==> config.mk <==
export PLATFORM = sky130hd
export DESIGN_NAME = mem_port_arbiter
export DESIGN_NICKNAME = d
export VERILOG_FILES = /design/src/rtl/mem_arb_pkg.sv /design/src/rtl/mem_port_arbiter.sv
export SDC_FILE = /design/constraint.sdc
export NUM_CORES = 1
export LEC_CHECK = 0
export CAP_MARGIN = 20
export CORE_MARGIN = 10
export CORE_UTILIZATION = 40
export CTS_CLUSTER_SIZE = 30
export DETAILED_ROUTE_END_ITERATION = 7
export GPL_ROUTABILITY_DRIVEN = 0
export PLACE_DENSITY = 0.81
export RECOVER_POWER = 100
export SLEW_MARGIN = 40
export SYNTH_ARGS = -nofsm -noshare
export SYNTH_HDL_FRONTEND = slang
export SYNTH_SLANG_ARGS = --single-unit
==> constraint.sdc <==
create_clock -name clk -period 2.02 [get_ports clk]
set_clock_uncertainty 0.1 [all_clocks]
set_input_delay 0.202 -clock clk [delete_from_list [all_inputs] [get_ports clk]]
set_output_delay 0.202 -clock clk [all_outputs]
set_load 0.005 [all_outputs]
==> src/rtl/mem_arb_pkg.sv <==
// Shared definitions for the two-port memory arbiter: state encoding and
// parameter defaults used by mem_port_arbiter and anything that instantiates it.
package mem_arb_pkg;

  localparam int ADDR_W_DEF     = 32;
  localparam int DATA_W_DEF     = 32;
  localparam int STARVE_MAX_DEF = 4;

  typedef enum logic [1:0] {
    IDLE    = 2'd0,
    SERVE_I = 2'd1,
    SERVE_D = 2'd2
  } arb_state_e;

endpackage

==> src/rtl/mem_port_arbiter.sv <==
// Arbitrates an instruction-fetch port and a data port onto one memory port.
// Data normally wins; a saturating streak counter forces a fetch grant to bound starvation.
module mem_port_arbiter
  import mem_arb_pkg::*;
#(
  parameter int ADDR_W     = ADDR_W_DEF,
  parameter int DATA_W     = DATA_W_DEF,
  parameter int STARVE_MAX = STARVE_MAX_DEF
) (
  input  logic              clk,
  input  logic              reset,
  input  logic              i_req,
  input  logic [ADDR_W-1:0] i_addr,
  output logic              i_ack,
  output logic [DATA_W-1:0] i_rdata,
  input  logic              d_req,
  input  logic [ADDR_W-1:0] d_addr,
  input  logic              d_we,
  input  logic [DATA_W-1:0] d_wdata,
  output logic              d_ack,
  output logic [DATA_W-1:0] d_rdata,
  output logic              mem_req,
  output logic [ADDR_W-1:0] mem_addr,
  output logic              mem_we,
  output logic [DATA_W-1:0] mem_wdata,
  input  logic [DATA_W-1:0] mem_rdata,
  input  logic              mem_ready,
  output logic              busy
);

  localparam int STREAK_W = (STARVE_MAX < 1) ? 1 : $clog2(STARVE_MAX + 1);
  localparam logic [STREAK_W-1:0] STREAK_MAX = STREAK_W'(STARVE_MAX);

  arb_state_e          state_q, state_d;
  logic [STREAK_W-1:0] streak_q, streak_d;
  logic [ADDR_W-1:0]   addr_q, addr_d;
  logic                we_q, we_d;
  logic [DATA_W-1:0]   wdata_q, wdata_d;
  logic                i_ack_q, i_ack_d;
  logic                d_ack_q, d_ack_d;
  logic [DATA_W-1:0]   i_rdata_q, i_rdata_d;
  logic [DATA_W-1:0]   d_rdata_q, d_rdata_d;
  logic                i_elig, d_elig;

  // A port whose ack is showing this cycle has just been served and must not be re-granted yet.
  assign i_elig = i_req && !i_ack_q;
  assign d_elig = d_req && !d_ack_q;

  always_comb begin
    state_d   = state_q;
    streak_d  = streak_q;
    addr_d    = addr_q;
    we_d      = we_q;
    wdata_d   = wdata_q;
    i_ack_d   = 1'b0;
    d_ack_d   = 1'b0;
    i_rdata_d = i_rdata_q;
    d_rdata_d = d_rdata_q;

    case (state_q)
      IDLE: begin
        if (i_elig && (!d_elig || streak_q == STREAK_MAX)) begin
          state_d  = SERVE_I;
          addr_d   = i_addr;
          we_d     = 1'b0;
          streak_d = '0;
        end else if (d_elig) begin
          state_d = SERVE_D;
          addr_d  = d_addr;
          we_d    = d_we;
          wdata_d = d_wdata;
          if (!i_req) begin
            streak_d = '0;
          end else if (streak_q != STREAK_MAX) begin
            streak_d = streak_q + STREAK_W'(1);
          end
        end
      end
      SERVE_I: begin
        if (mem_ready) begin
          state_d   = IDLE;
          i_ack_d   = 1'b1;
          i_rdata_d = mem_rdata;
        end
      end
      SERVE_D: begin
        if (mem_ready) begin
          state_d = IDLE;
          d_ack_d = 1'b1;
          if (!we_q) begin
            d_rdata_d = mem_rdata;
          end
        end
      end
      default: state_d = IDLE;
    endcase
  end

  always_ff @(posedge clk) begin
    if (reset) begin
      state_q   <= IDLE;
      streak_q  <= '0;
      addr_q    <= '0;
      we_q      <= 1'b0;
      wdata_q   <= '0;
      i_ack_q   <= 1'b0;
      d_ack_q   <= 1'b0;
      i_rdata_q <= '0;
      d_rdata_q <= '0;
    end else begin
      state_q   <= state_d;
      streak_q  <= streak_d;
      addr_q    <= addr_d;
      we_q      <= we_d;
      wdata_q   <= wdata_d;
      i_ack_q   <= i_ack_d;
      d_ack_q   <= d_ack_d;
      i_rdata_q <= i_rdata_d;
      d_rdata_q <= d_rdata_d;
    end
  end

  // Memory side comes purely from latched state; mem_addr/mem_wdata keep their last value while idle.
  assign busy      = (state_q != IDLE);
  assign mem_req   = busy;
  assign mem_we    = busy && we_q;
  assign mem_addr  = addr_q;
  assign mem_wdata = wdata_q;
  assign i_ack     = i_ack_q;
  assign d_ack     = d_ack_q;
  assign i_rdata   = i_rdata_q;
  assign d_rdata   = d_rdata_q;

endmodule

==> results.md <==
* Clock input transition at the sequential cells of the worst setup and hold paths at 0.06 ns
* Sequential Power Share at 39.3%
* Maximum clock frequency at 508.5 MHz
* Combined area of the multi-input logic cells at 2155 um2
* Final worst hold slack at 0.1328 ns
* Depth of the worst register-to-register path at 6
* Final-report max-slew violation count at 0
* Status: complete, no violations
* Half-perimeter wire length after placement at 12930 um
* Synthesized instance count at 653
* Total global routing track utilization at 19.30%
* Dpl ws at 0.1127 ns
* Commonest non-fill, non-tap cell in the layout: sky130_fd_sc_hd__nand2_1
* Top library cells by usage in the layout, fill and taps aside: 261 x sky130_fd_sc_hd__nand2_1, 135 x sky130_fd_sc_hd__dfxtp_1, 133 x sky130_fd_sc_hd__clkdlybuf4s50_1
* Startpoint of the worst register-to-register path: state_q[0]$_SDFFE_PP0P_
* Post-Syn Nets at 792
* Global-route wire length before repair at 27900 um
* Startpoint type of the worst setup path: flop
* Crit path setup slack, layout at 0.05329 ns
* Total DRC errors in the routed layout at 0
* Number of clock sinks seen by CTS at 136
* TritonCTS clock tree: yes
* Clock share of power at 43.7%
* Area enclosed by the die boundary at 17880 um2
* Power per unit of standard cell area at 876.3 nW/um2
* Sequential Area at 2724 um2
* Initial standard-cell utilization of the core at 40.98%
* YS warnings at 0
* Top Ports at 267
* Capturing point of the worst reg2reg path: d_rdata[23]$_SDFFE_PP0P_
* Fillcell total at 1019
* Die Ht at 133.7 um
* Maximum VDD drop at 0.0004874 V
* Critical path origin: state_q[0]$_SDFFE_PP0P_
* Detailed-routing iteration count for the pre-antenna-repair pass at 6
* Post-layout net count at 1039
* Std-Cell Core Area at 12620 um2
* Post-Layout Cell Count at 1086
* Number of enable flip-flop cells after synthesis at 0
* Initial DRC Count at 320
* Placed cell areas at 7973 um2
* Most frequently used flop master after synthesis: sky130_fd_sc_hd__dfxtp_1
* TritonCTS buffer count at 17
* Ratio of cells with drive above 1 in the final layout at 6.024%
* Fraction of registers with async set or reset after synthesis at 0%
* Number of buffers added on ports at 266
* Mapped Area at 5171 um2
* Largest area contributor in the netlist: sky130_fd_sc_hd__dfxtp_1
* Crit path to: mem_req
* Clock network latency to the later pin of the worst-skew pair at 0.42 ns
* Main area contributors after synthesis: sky130_fd_sc_hd__dfxtp_1 53%, sky130_fd_sc_hd__nand2_1 19%, sky130_fd_sc_hd__a21oi_1 9.4%
* Internal power at 0.005700 W
* CP Data Arrival Time at 1.66 ns
* Routed wire length at 17760 um
* Distinct cells, synth at 35
* #FFs+latches synth at 136
* CTS Root Cell: sky130_fd_sc_hd__clkbuf_16
* Post-Place Cells at 1053
* Post-CTS Hold Fix Bufs at 0
* Average wire per standard cell at 16.35 um
* Clock period minus worst slack at 1.967 ns
* Switching power share of the total at 24.44%
* Fin area at 8608 um2
* CTS Buffer Depth at 2
* Worst EP required at 1.72 ns
* Sort of element at the end of the critical path: primary output
* Slack of the worst reg-to-reg path at 0.23 ns
* Maximum Capacitance Violations at 0
* Measured slew at the worst slew-check pin at 0.7260 ns
* Total via count in the routed design at 5266
* RSZ-0062 raised after global routing: false
* Final period utilization at 97.36%
* Power share of the combinational group at 17.0%
* Synth-to-Final Area Change at 66.47%
* Relative slew slack at 51.60%
* Fraction of synthesized cell area taken by the top area cell type at 52.65%
* Static leakage at 3.530 nW
* Final global-route overflow total at 0
* Via density per instance at 4.849
* Largest fanout on the critical path at 6
* Final count of hold timing violations at 0
* Setup fix buffers added after clock tree synthesis at 0
* CP Class: flop to primary output
* Initial antenna violation count at 1
* Setup-violating endpoint count in the final report at 0
* Sequential share of the synthesized area at 52.65%
* Overall die width at 133.7 um
* Standard-cell row count at 41
* Sw Pwr at 0.001844 W
* Htree depth at 4
* TNS Setup at 0 ns
* Post-synthesis area per instance at 7.919 um2
* Largest net degree at the start of global routing at 103
* Classification of the worst-slack hold path: input pin to flop
* Via count of the first global-routing pass at 5178
* Number of nets with antenna violations after routing at 0
==> synthesized netlist by cell type (5+ instances only) <==
cell                         n
sky130_fd_sc_hd__dfxtp_1   136
sky130_fd_sc_hd__a21oi_1    97
sky130_fd_sc_hd__ha_1        5
sky130_fd_sc_hd__nor2_1      6
sky130_fd_sc_hd__clkbuf_1   20
sky130_fd_sc_hd__inv_1       6
sky130_fd_sc_hd__o21ai_0    33
sky130_fd_sc_hd__buf_2      16
sky130_fd_sc_hd__a31oi_1    32
sky130_fd_sc_hd__nand2_1   261
sky130_fd_sc_hd__buf_6       7
sky130_fd_sc_hd__buf_4       6
==> critical path: stages (launching register included) <==
cell	delay (ns)
sky130_fd_sc_hd__dfxtp_1	0.35
sky130_fd_sc_hd__inv_1	0.10
sky130_fd_sc_hd__ha_4	0.20
sky130_fd_sc_hd__inv_2	0.09
sky130_fd_sc_hd__clkdlybuf4s50_1	0.51
==> power groups by stage <==
stage / logic, W / registers [W] / clock network, W
after floorplan: 0.000509 / 0.00305 / 0
after global placement: 0.00134 / 0.00302 / 0
after detailed placement: 0.00136 / 0.00303 / 0
after CTS: 0.00137 / 0.00297 / 0.00336
after global routing: 0.00140 / 0.00299 / 0.00349
final: 0.00128 / 0.00296 / 0.00330
==> kinds of logic (layout without fill, tap and decap cells) <==
kind of cell             after synthesis  in the layout  synth area share [%]
adder cells (fa/ha/maj)                5              5                 1.210
AO/OA/AOI/OAI                        173            173                 18.61
multiplexers                           1              1                0.2177
buffers and inverters                 57            317                 5.976
AND/OR/NAND/NOR                      281            281                 21.34
flip-flops                           136            136                 52.65
other                                  0              1                     0
==> how the worst min path moves through the flow <==
stage                                     from                    endpoint  cells past startpoint
floorplan                         mem_rdata[0]     d_rdata[0]$_SDFFE_PP0P_                      2
global placement      d_rdata[27]$_SDFFE_PP0P_    d_rdata[27]$_SDFFE_PP0P_                      2
detailed placement  mem_wdata[22]$_SDFFE_PP0P_  mem_wdata[22]$_SDFFE_PP0P_                      2
CTS                                      reset    mem_addr[8]$_SDFFE_PP0P_                      4
global route                             reset    mem_addr[5]$_SDFFE_PP0P_                      4
finish                                   reset    mem_addr[5]$_SDFFE_PP0P_                      4
==> per-layer routing <==
| metal | vias to the layer above | share of wire [%] | track usage, % |
|---|---|---|---|
| met1 | 2387 | 38 | 20.24 |
| met3 | 22 | 8.7 | 7.444 |
| met4 | 0 | 1.4 | 6.771 |
| li1 | 2667 | - | - |
| met2 | 190 | 52 | 34.36 |
| met5 | - | 0 | 0 |
==> flip-flops by register name, summed over array words and instances (netlist names), 2 cells and up <==
register and cells:
streak_q 3, state_q 2, mem_addr 32, d_rdata 32, i_rdata 32, mem_wdata 32
==> per-stage QoR <==
| stage | total power, W | utilization (%) |
|---|---|---|
| global route | 0.007884 | 68.19 |
| global placement | 0.004366 | 63.18 |
| detailed placement | 0.004388 | 63.18 |
| CTS | 0.007709 | 68.32 |
| floorplan | 0.003556 | - |
| finish | 0.007544 | 68.21 |
==> final cells by class <==
type                       count  share of cell area [%]
antenna                        1                 0.02907
clock buffer                  19                   5.145
clock inverter                13                   2.253
inverter                       6                  0.2616
multi-input combinational    460                   25.03
sequential                   136                   31.64
tap                          172                   2.500
timing repair buffer         279                   33.14
==> what timing repair did <==
action                                  4_1_cts  5_1_grt
endpoints found under the setup margin        3        1
gates resized for setup                       5        1
pin swaps                                     0        0
gates cloned                                  0        0
No activity file was read; power rests on OpenSTA's default activity.
